===== src/rtl/stride_pkg.sv =====
// Types and helpers shared by the stride detector and the prefetch issuer.
package stride_pkg;

    localparam int ADDR_W = 32;

    typedef enum logic {PF_SINGLE, PF_DOUBLE} pf_mode_e;
    typedef enum logic {PF_IDLE, PF_ISSUE} pf_state_e;

    // Sign-extends the low `width` bits of raw to a full address-width offset.
    function automatic logic [ADDR_W-1:0] sext_stride(input logic [ADDR_W-1:0] raw,
                                                      input int unsigned width);
        logic signed [ADDR_W-1:0] shifted;
        shifted = signed'(raw << (ADDR_W - width));
        return shifted >>> (ADDR_W - width);
    endfunction

endpackage


===== src/rtl/stride_addr_gen.sv =====
// Next-address step for a prefetch burst: adds the stride selected by mode/slot
// to the previous address and advances the slot for double-stride patterns.
module stride_addr_gen
    import stride_pkg::*;
#(
    parameter int MAX_STRIDE_WIDTH = 5
) (
    input  logic [ADDR_W-1:0]           prev_addr_i,
    input  pf_mode_e                    mode_i,
    input  logic                        slot_i,
    input  logic [MAX_STRIDE_WIDTH-1:0] stride_1_i,
    input  logic [MAX_STRIDE_WIDTH-1:0] stride_2_i,
    output logic [ADDR_W-1:0]           next_addr_o,
    output logic                        next_slot_o
);

    logic [MAX_STRIDE_WIDTH-1:0] rawStride;
    logic [ADDR_W-1:0]           offset;

    // Slot 1 selects stride 2 only in double mode; single mode always steps by stride 1.
    always_comb begin
        rawStride   = (mode_i == PF_DOUBLE && slot_i) ? stride_2_i : stride_1_i;
        offset      = sext_stride(ADDR_W'(rawStride), MAX_STRIDE_WIDTH);
        next_addr_o = prev_addr_i + offset;
        next_slot_o = ~slot_i;
    end

endmodule


===== src/rtl/stride_prefetch_issuer.sv =====
// Turns confident stride predictions into bursts of PF_DEPTH prefetch addresses
// on a valid/ready port, with a one-entry pending slot for triggers during a burst.
module stride_prefetch_issuer
    import stride_pkg::*;
#(
    parameter int MAX_STRIDE_WIDTH = 5,
    parameter int PF_DEPTH         = 4,
    parameter int CNT_WIDTH        = 8
) (
    input  logic                        clk_i,
    input  logic                        rst_i,
    input  logic                        cfg_enable_i,
    input  logic [ADDR_W-1:0]           value_i,
    input  logic                        valid_i,
    input  logic [MAX_STRIDE_WIDTH-1:0] stride_1_i,
    input  logic                        stride_1_valid_i,
    input  logic [MAX_STRIDE_WIDTH-1:0] stride_2_i,
    input  logic                        stride_2_valid_i,
    output logic [ADDR_W-1:0]           pf_addr_o,
    output logic                        pf_valid_o,
    input  logic                        pf_ready_i,
    output logic                        busy_o,
    output logic [CNT_WIDTH-1:0]        drop_cnt_o
);

    localparam int                BEAT_W    = 4;
    localparam logic [BEAT_W-1:0] LAST_BEAT = BEAT_W'(PF_DEPTH - 1);

    pf_state_e                   state_q, state_d;
    logic                        phase_q, phase_d;
    logic [ADDR_W-1:0]           addr_q, addr_d;
    logic                        valid_q, valid_d;
    logic [BEAT_W-1:0]           count_q, count_d;
    logic                        slot_q, slot_d;
    pf_mode_e                    mode_q, mode_d;
    logic [MAX_STRIDE_WIDTH-1:0] s1_q, s1_d, s2_q, s2_d;
    logic                        abort_q, abort_d;
    logic                        pendValid_q, pendValid_d;
    logic [ADDR_W-1:0]           pendBase_q, pendBase_d;
    pf_mode_e                    pendMode_q, pendMode_d;
    logic                        pendSlot_q, pendSlot_d;
    logic [MAX_STRIDE_WIDTH-1:0] pendS1_q, pendS1_d, pendS2_q, pendS2_d;
    logic [CNT_WIDTH-1:0]        dropCnt_q, dropCnt_d;

    logic                        trigger, accept, abortNow, loadTrig, loadPend;
    pf_mode_e                    trigMode;
    logic [ADDR_W-1:0]           genPrev, genAddr;
    pf_mode_e                    genMode;
    logic                        genSlot, genSlotNext;
    logic [MAX_STRIDE_WIDTH-1:0] genS1, genS2;

    assign trigger  = valid_i & cfg_enable_i & stride_1_valid_i;
    assign trigMode = stride_2_valid_i ? PF_DOUBLE : PF_SINGLE;
    assign accept   = valid_q & pf_ready_i;
    assign abortNow = (state_q == PF_ISSUE) &
                      ((~stride_1_valid_i & ~pendValid_q) | ~cfg_enable_i);
    assign loadTrig = trigger & ((state_q == PF_IDLE) | accept);
    assign loadPend = (state_q == PF_ISSUE) & accept & ~trigger & pendValid_q & cfg_enable_i;

    // The single address step is shared: it starts a new burst or advances the current one.
    always_comb begin
        genPrev = addr_q;
        genMode = mode_q;
        genSlot = slot_q;
        genS1   = s1_q;
        genS2   = s2_q;
        if (loadTrig) begin
            genPrev = value_i;
            genMode = trigMode;
            genSlot = ~phase_q;
            genS1   = stride_1_i;
            genS2   = stride_2_i;
        end else if (loadPend) begin
            genPrev = pendBase_q;
            genMode = pendMode_q;
            genSlot = pendSlot_q;
            genS1   = pendS1_q;
            genS2   = pendS2_q;
        end
    end

    stride_addr_gen #(
        .MAX_STRIDE_WIDTH(MAX_STRIDE_WIDTH)
    ) u_addr_gen (
        .prev_addr_i(genPrev),
        .mode_i     (genMode),
        .slot_i     (genSlot),
        .stride_1_i (genS1),
        .stride_2_i (genS2),
        .next_addr_o(genAddr),
        .next_slot_o(genSlotNext)
    );

    always_comb begin
        state_d     = state_q;
        phase_d     = valid_i ? ~phase_q : phase_q;
        addr_d      = addr_q;
        valid_d     = valid_q;
        count_d     = count_q;
        slot_d      = slot_q;
        mode_d      = mode_q;
        s1_d        = s1_q;
        s2_d        = s2_q;
        abort_d     = abort_q;
        pendValid_d = pendValid_q;
        pendBase_d  = pendBase_q;
        pendMode_d  = pendMode_q;
        pendSlot_d  = pendSlot_q;
        pendS1_d    = pendS1_q;
        pendS2_d    = pendS2_q;
        dropCnt_d   = dropCnt_q;

        if (state_q == PF_ISSUE) begin
            if (!cfg_enable_i) pendValid_d = 1'b0;
            if (abortNow) abort_d = 1'b1;
            if (accept && !loadTrig && !loadPend) begin
                if (abort_d || count_q == LAST_BEAT) begin
                    state_d = PF_IDLE;
                    valid_d = 1'b0;
                    abort_d = 1'b0;
                end else begin
                    addr_d  = genAddr;
                    slot_d  = genSlotNext;
                    count_d = count_q + 1'b1;
                end
            end else if (!accept && trigger) begin
                // A trigger that cannot be served yet parks here; replacing one counts as a drop.
                pendValid_d = 1'b1;
                pendBase_d  = value_i;
                pendMode_d  = trigMode;
                pendSlot_d  = ~phase_q;
                pendS1_d    = stride_1_i;
                pendS2_d    = stride_2_i;
                if (pendValid_q && dropCnt_q != {CNT_WIDTH{1'b1}})
                    dropCnt_d = dropCnt_q + 1'b1;
            end
        end

        if (loadTrig || loadPend) begin
            state_d     = PF_ISSUE;
            valid_d     = 1'b1;
            addr_d      = genAddr;
            slot_d      = genSlotNext;
            mode_d      = genMode;
            s1_d        = genS1;
            s2_d        = genS2;
            count_d     = '0;
            abort_d     = 1'b0;
            pendValid_d = 1'b0;
        end
    end

    always_ff @(posedge clk_i or posedge rst_i) begin
        if (rst_i) begin
            state_q     <= PF_IDLE;
            phase_q     <= 1'b0;
            addr_q      <= '0;
            valid_q     <= 1'b0;
            count_q     <= '0;
            slot_q      <= 1'b0;
            mode_q      <= PF_SINGLE;
            s1_q        <= '0;
            s2_q        <= '0;
            abort_q     <= 1'b0;
            pendValid_q <= 1'b0;
            pendBase_q  <= '0;
            pendMode_q  <= PF_SINGLE;
            pendSlot_q  <= 1'b0;
            pendS1_q    <= '0;
            pendS2_q    <= '0;
            dropCnt_q   <= '0;
        end else begin
            state_q     <= state_d;
            phase_q     <= phase_d;
            addr_q      <= addr_d;
            valid_q     <= valid_d;
            count_q     <= count_d;
            slot_q      <= slot_d;
            mode_q      <= mode_d;
            s1_q        <= s1_d;
            s2_q        <= s2_d;
            abort_q     <= abort_d;
            pendValid_q <= pendValid_d;
            pendBase_q  <= pendBase_d;
            pendMode_q  <= pendMode_d;
            pendSlot_q  <= pendSlot_d;
            pendS1_q    <= pendS1_d;
            pendS2_q    <= pendS2_d;
            dropCnt_q   <= dropCnt_d;
        end
    end

    assign pf_addr_o  = addr_q;
    assign pf_valid_o = valid_q;
    assign busy_o     = (state_q == PF_ISSUE);
    assign drop_cnt_o = dropCnt_q;

endmodule


===== config.mk =====
export PLATFORM = sky130hd
export DESIGN_NAME = stride_prefetch_issuer
export DESIGN_NICKNAME = d
export VERILOG_FILES = /design/src/rtl/stride_pkg.sv /design/src/rtl/stride_addr_gen.sv /design/src/rtl/stride_prefetch_issuer.sv
export SDC_FILE = /design/constraint.sdc
export NUM_CORES = 1
export LEC_CHECK = 0
export ABC_AREA = 1
export CORE_MARGIN = 5
export CORE_UTILIZATION = 24
export CTS_CLUSTER_DIAMETER = 120
export DETAILED_ROUTE_END_ITERATION = 6
export PLACE_DENSITY_LB_ADDON = 0.08
export SYNTH_ARGS = -nofsm -noshare
export SYNTH_HDL_FRONTEND = slang
export SYNTH_HIERARCHICAL = 1
export SYNTH_SLANG_ARGS = --single-unit

===== constraint.sdc =====
create_clock -name clk_i -period 3.9 [get_ports clk_i]
set_clock_uncertainty 0.05 [all_clocks]
set_input_delay 0.78 -clock clk_i [delete_from_list [all_inputs] [get_ports clk_i]]
set_output_delay 0.78 -clock clk_i [all_outputs]
set_load 0.005 [all_outputs]

==> results of run 1 <==
[cell families after synthesis]
| kind of cell | count (synthesis) |
|---|---|
| buffers and inverters | 205 |
| adders and majority gates | 37 |
| muxes | 3 |
| and+or+nand+nor | 775 |
| DFF | 105 |
| xor gates and xnor gates | 25 |
| AOI/OAI and AO/OA | 65 |
[layout make-up]
cell class	instances	share of cell area, %
Clock buffer	10	2.17
Clock inverter	6	0.545
Inverter	169	6.03
Multi-Input combinational cell	905	44.0
Sequential cell	105	24.9
Tap cell	442	5.23
Timing Repair Buffer	199	17.1
[placed cells by master, fill, tap and decap left out, drive strengths merged]
cell	n
nand2	608
xnor2	6
mux2	3
clkinv	2
o21ai	7
xor2	19
clkdlybuf4s50	89
inv	173
nand3	101
buf	107
dfrtp	105
dlygate4sd2	1
ha	36
nor2	53
a21o	1
o211ai	33
clkbuf	12
fa	1
or2	1
nand4	6
o21bai	3
a21oi	21
nor3	4
nand3b	2
[per-stage QoR]
step,util (%),hold WS (ns),setup slack [ns],TNS [ns],instances
finish,32.7,0.424,0.236,0,1836
global placement,30.5,0.404,-0.497,-9.36,1814
CTS,31.5,0.427,0.0619,0,1831
floorplan,-,0.392,0.00864,0,1215
detailed placement,30.5,0.408,-0.529,-9.80,1814
global route,32.7,0.449,-0.0201,-0.0260,1836
[how the worst max path moves through the flow]
| stage | from | end | depth (start not counted) |
|---|---|---|---|
| global route | pf_ready_i | pf_addr_o[30] | 26 |
| detailed placement | cfg_enable_i | pf_addr_o[16] | 21 |
| global placement | cfg_enable_i | pf_addr_o[16] | 21 |
| finish | pf_ready_i | pf_addr_o[26] | 23 |
| CTS | pf_ready_i | pf_addr_o[24] | 22 |
| floorplan | pf_ready_i | pf_addr_o[31] | 23 |
[state kept, by name, indices dropped and copies added (netlist names)]
name / count
abort_q: 1
busy_o: 1
count_q: 4
drop_cnt_o: 8
mode_q: 1
pendBase_q: 32
pendMode_q: 1
pendS1_q: 5
pendS2_q: 5
pendSlot_q: 1
pendValid_q: 1
pf_addr_o: 32
pf_valid_o: 1
phase_q: 1
s1_q: 5
s2_q: 5
slot_q: 1
[power groups by stage]
stage / clock, W / combinational (W) / sequential (W)
6_report: 0.000951 / 0.00614 / 0.00190
5_1_grt: 0.00104 / 0.00696 / 0.00197
4_1_cts: 0.000995 / 0.00565 / 0.00191
3_5_place_dp: 0 / 0.00562 / 0.00193
3_3_place_gp: 0 / 0.00563 / 0.00194
2_1_floorplan: 0 / 0.00329 / 0.00183
[worst reg2reg max path: stages (launching register included)]
cell and delay [ns]:
dfrtp_1 0.46, inv_2 0.09, nor2_2 0.17, inv_1 0.09, nor2_4 0.22, nand2_1 0.08
nand3_1 0.12, o21ai_4 0.09, nand2_4 0.12, nand2_2 0.09, nand2_8 0.13, buf_12 0.15
ha_1 0.33, nand2_1 0.19, inv_1 0.06, a21oi_1 0.20, inv_1 0.08, a21oi_2 0.19
nand3_1 0.10, nand2_1 0.06, nand2_1 0.05, nand2_1 0.06, nand2_1 0.06
[timing repair]
item                       CTS  global route
buffers inserted             1             2
resized for setup            4            90
setup endpoints to repair    9            17
gates cloned                 0             3
pin swaps                    1            11
[per-layer routing]
layer	GRT usage, %	up-vias
met2	24.0	80
met5	0	-
met1	21.5	3513
met4	2.65	0
li1	-	4084
met3	2.76	11
==> metrics, run 1 <==
clk_lat worst skew=around 0.38 ns; initial antenna violation count=0; Crit path arrival time=between 3 and 4 ns; Switching Power=0.00419 W; Synth Instances=1215; synth-to-layout area growth=35.4%; cell area after placement=9860 um2; mux contribution to synthesized area=0.433%; met2 routed WL=12.0 mm; worst vdd ir=0.000332 V; clk root buf=clkbuf_16; drt drc=0; max-slew violations=0; clk slew on worst S/H paths=roughly 0.08 ns; Wirelength per Cell=14.9 um; global-route wire length before repair=43.0 mm; Internal=0.00480 W; Synth Area in Adders=about 6.0%; Worst-Margin Slew=0.593 ns; Final Hold Vio Count=0; DRT antenna net count=0; All-Layer GR Usage=15.0%; Hold Path Stages=2; Synth async-reset ratio=100%; Avg Vias per Cell=4.19; max incr delay on CP=0.48 ns; final instance area=10600 um2; Die Ht=190 um; crit path launch type=input port; Synth Flop Type=dfrtp_1; CTS tree=built; Num CTS Buffers=9; period utilisation layout=a little over nine tenths; PortBufs=90; Worst Path Buf+Inv=5; met3 WL=809 um; Crit Path Max Fanout=7; main combinational cell family by area after synthesis=simple AND/OR/NAND/NOR gates; WL met1=14.3 mm; Sink Count=105; fill cell count=between 3000 and 4000; CTS Hold Bufs=0; Worst Hold End=pendS2_q[2]; Worst Reg2Reg Path Length in Cells=22; minimum clock period=between 3 and 4 ns; P per Cell Area=roughly 850 nW/um2; r2r startpoint=busy_o; HPWL after DPL=approximately 21 mm; Hold WC Path Type=register to register; compound-gate portion of the synthesized area=5.40%; DR vias=7688; row count=66; Routed WL=27.3 mm; setup slack, reg-to-reg=0.57 ns; mapped cell area=slightly below 8000 um2; most used cell, CP=nand2_1; syn nets=1301; Comb power frac=68.2%; htree depth=3; WS Path Type=input port to register; layout cells sized above 1=16.6%; die area=roughly 36000 um2; r2r endpoint=pf_addr_o[26]; Die Wd=~190 um; fin nets=1475; maximum achievable frequency=273 MHz; # IOs=91; Synth area leader=dfrtp_1; Reg area=between 2000 and 3000 um2; post-synth cell types=34; Congestion Overflow GR=0; post-synthesis xor/xnor area fraction=2.81%; core area=32300 um2; Avg Cell Area, Syn=6.42 um2; overall power=0.00899 W; top routing layer in use=met4; Antenna Cells=0; Final setup violation count=0; most common cell in the netlist=nand2_1; crit path capture type=register; Post-synth EDFFs=0; hold_sp=pendS2_q[2]; Initial DRC Count=362; Synth top area share=33.7%; Slowest cell on crit path=clkdlybuf4s50_1; Starting Density=24.2%; TritonRoute pass-1 iters=5; Commonest cells post-synth=nand2_1 (600), inv_1 (165), dfrtp_1 (105); number of global-route vias before repair=between 7000 and 8000; largest net degree at the start of global routing=44; sequential element share of the synthesized area=33.7%; #FFs+latches synth=approximately 110; gp weighted congestion=approximately 0.82; Seq pwr share=a little over a fifth; crit path cell chain=clkdlybuf4s50_1, nand2_1, inv_2, nand2_2, nor2_4, nand2_1, nand3_1, o21ai_4, nand2_4, nand2_2, nand2_8, buf_12, ha_1, nand2_1, inv_1, a21oi_1, inv_1, a21oi_2, nand3_1, nand2_1, nand2_1, nand2_1, nand2_1; status=finished clean; total of max-cap violations=0; CP Data Required Time=4.12 ns; static leakage=~6 nW; Clk network pwr share=roughly a tenth; worst rel slew slack=a little over 60%; Multi-input gate area=4650 um2; CTS Buffer Depth=2; Sw Ratio=between 40 and 50%; Simple-Gate Fraction of Synth Area=between 40% and 50%; kind of cell adding the most delay to the critical path=simple AND/OR/NAND/NOR gates; top post-synthesis cells by area=dfrtp_1 (34%), nand2_1 (29%), inv_1 (7.9%), nand3_1 (6.3%), ha_1 (5.8%); Synthesis Warnings=6
No activity file was read; power rests on OpenSTA's default activity.
==> run 2: changes to the inputs <==
Clock period 3.9 ns to 3.77 ns, I/O delays scaled along.
==> metrics, run 2 (synthesis results as in run 1) <==
initial antenna violation count=0 (unchanged); setup TNS=0 ns (unchanged); Antenna Cells=0 (unchanged); CP Data Required Time=3.97 ns (-0.15 ns); htree depth=3 (unchanged); Final Hold Slack=0.427 ns (+0.00336 ns); most used cell, CP=nand2_1; total of max-cap violations=0 (unchanged); TritonRoute pass-1 iters=5 (unchanged); fin nets=1482 (+0.47%); PortBufs=90 (unchanged); Wirelength per Cell=14.7 um (-1.5%); P per Cell Area=883 nW/um2 (+3.8%); Die Wd=190 um (unchanged); All-Layer GR Usage=14.9% (-0.16 points); Worst Path Buf+Inv=7 (+2); Initial DRC Count=305 (-16%); minimum clock period=3.61 ns; gp weighted congestion=0.815 (-1.1%); max incr delay on CP=0.49 ns (about the same); die area=36200 um2 (unchanged); Slowest cell on crit path=clkdlybuf4s50_1; Avg Vias per Cell=4.21 (+0.42%); CTS Hold Bufs=0 (unchanged); Num CTS Buffers=9 (unchanged); Die Ht=190 um (unchanged); core area=32300 um2 (unchanged); Crit path arrival time=3.81 ns (-0.07 ns); commonest non-fill, non-tap cell in the layout=nand2_1; RSZ-0062 raised after global routing=true; CTS Buffer Depth=2 (unchanged); Final Hold Vio Count=0 (unchanged); clk slew on worst S/H paths=0.08 ns (about the same); drt drc=0 (unchanged); kind of cell adding the most delay to the critical path=simple AND/OR/NAND/NOR gates; HPWL after DPL=19.6 mm (-4.5%); clk_lat worst skew=0.36 ns (-0.02 ns); crit path capture type=register; worst rel slew slack=50.7% (-9.8 points); row count=66 (unchanged); layout cells sized above 1=18.1% (+1.6 points); maximum achievable frequency=277 MHz; CTS tree=built; max-slew violations=0 (unchanged); clk root buf=clkbuf_16; status=finished clean; number of global-route vias before repair=7899 (+3.6%); DR vias=7750 (+0.81%); DRT antenna net count=0 (unchanged); worst vdd ir=0.000251 V (-24%); cell area after placement=9890 um2 (+0.25%); synth-to-layout area growth=39.0%; Routed WL=27.0 mm (-1.1%); global-route wire length before repair=43.0 mm (about the same); crit path cell chain=clkdlybuf4s50_1, nand2_2, inv_2, nand2_2, nor2_4, nor2_8, buf_8, buf_4, nand2_1, nand3_2, mux2_2, ha_4, inv_2, fa_2, inv_2, buf_4, nand3_1, nand3_2, nand2_1, nand3_1, nand2_1, nand2_1, nand2_1, nand2_1; static leakage=5.97 nW (+1.6%); most frequent cells in the layout=nand2_1 (567), inv_1 (160), dfrtp_1 (105); WS Path Type=input port to register; Sink Count=105 (unchanged); Crit Path Max Fanout=13 (+6); Starting Density=24.2% (unchanged); Final setup violation count=0 (unchanged); Hold WC Path Type=register to register; period utilisation layout=95.8%; final instance area=10800 um2 (+2.7%); Util after Layout=33.6% (+0.88 points); # IOs=91 (unchanged); crit path launch type=input port; largest net degree at the start of global routing=52 (+18%); Worst-Margin Slew=0.739 ns (+0.147 ns); Congestion Overflow GR=0 (unchanged)
==> run 2: repair_timing <==
action	in CTS	in global routing
setup buffers	0	7
pin swaps	1	17
setup endpoints to repair	22	25
resized for setup	10	114
gates cloned	0	3
==> run 2: worst paths after layout <==
| kind | startpoint | endpoint | slack (ns) | cells past startpoint |
|---|---|---|---|---|
| setup / recovery | pf_ready_i | pf_addr_o[26] | 0.16 | 24 |
| hold reg to reg | pendBase_q[26] | pendBase_q[26] | 0.43 | 2 |
| max in group asynchronous | rst_i | pendBase_q[28] | 2.14 | 3 |
| min in group asynchronous | rst_i | drop_cnt_o[4] | 0.80 | 2 |
| setup reg to reg | busy_o | pf_addr_o[26] | 0.48 | 23 |
| hold / removal | pendBase_q[26] | pendBase_q[26] | 0.43 | 2 |
==> run 2: cell type report <==
cell class	count	area [um2]
clock buffer	10	239
clock inverter	6	58.8
fill	3574	21400
inverter	169	639
multi-input combinational	905	4800
sequential	105	2630
tap	442	553
timing repair buffer	206	1940
==> run 2: metal layers <==
| metal | global-route usage, % | routed length (um) | vias to the layer above |
|---|---|---|---|
| met3 | 1.78 | 715 | 13 |
| met5 | 0 | 0 | - |
| met2 | 23.5 | 12100 | 101 |
| met4 | 3.15 | 236 | 0 |
| met1 | 21.9 | 14000 | 3536 |
| li1 | - | - | 4100 |
==> run 2: metrics by stage <==
step	std cells	setup slack [ns]	power (W)
after detailed placement	1817	-0.538	0.00788
final	1843	0.159	0.00958
after floorplan	1215	0.205	0.00530
after global placement	1817	-0.559	0.00788
after global routing	1843	-0.0403	0.0106
after CTS	1833	0.00104	0.00896
==> run 2: worst register-to-register path: cells and delay by family (launching register included) <==
kind                       cells  cell delay [ns]
and+or+nand+nor               13             1.26
buffers and inverters          7             0.69
DFF                            1             0.47
adders and majority gates      2             0.38
muxes                          1             0.31
==> run 2: power breakdown <==
group          total (W)  internal [W]  switching, W
combinational    0.00662       0.00308       0.00354
clock           0.000993      0.000485      0.000508
sequential       0.00197       0.00161      0.000352
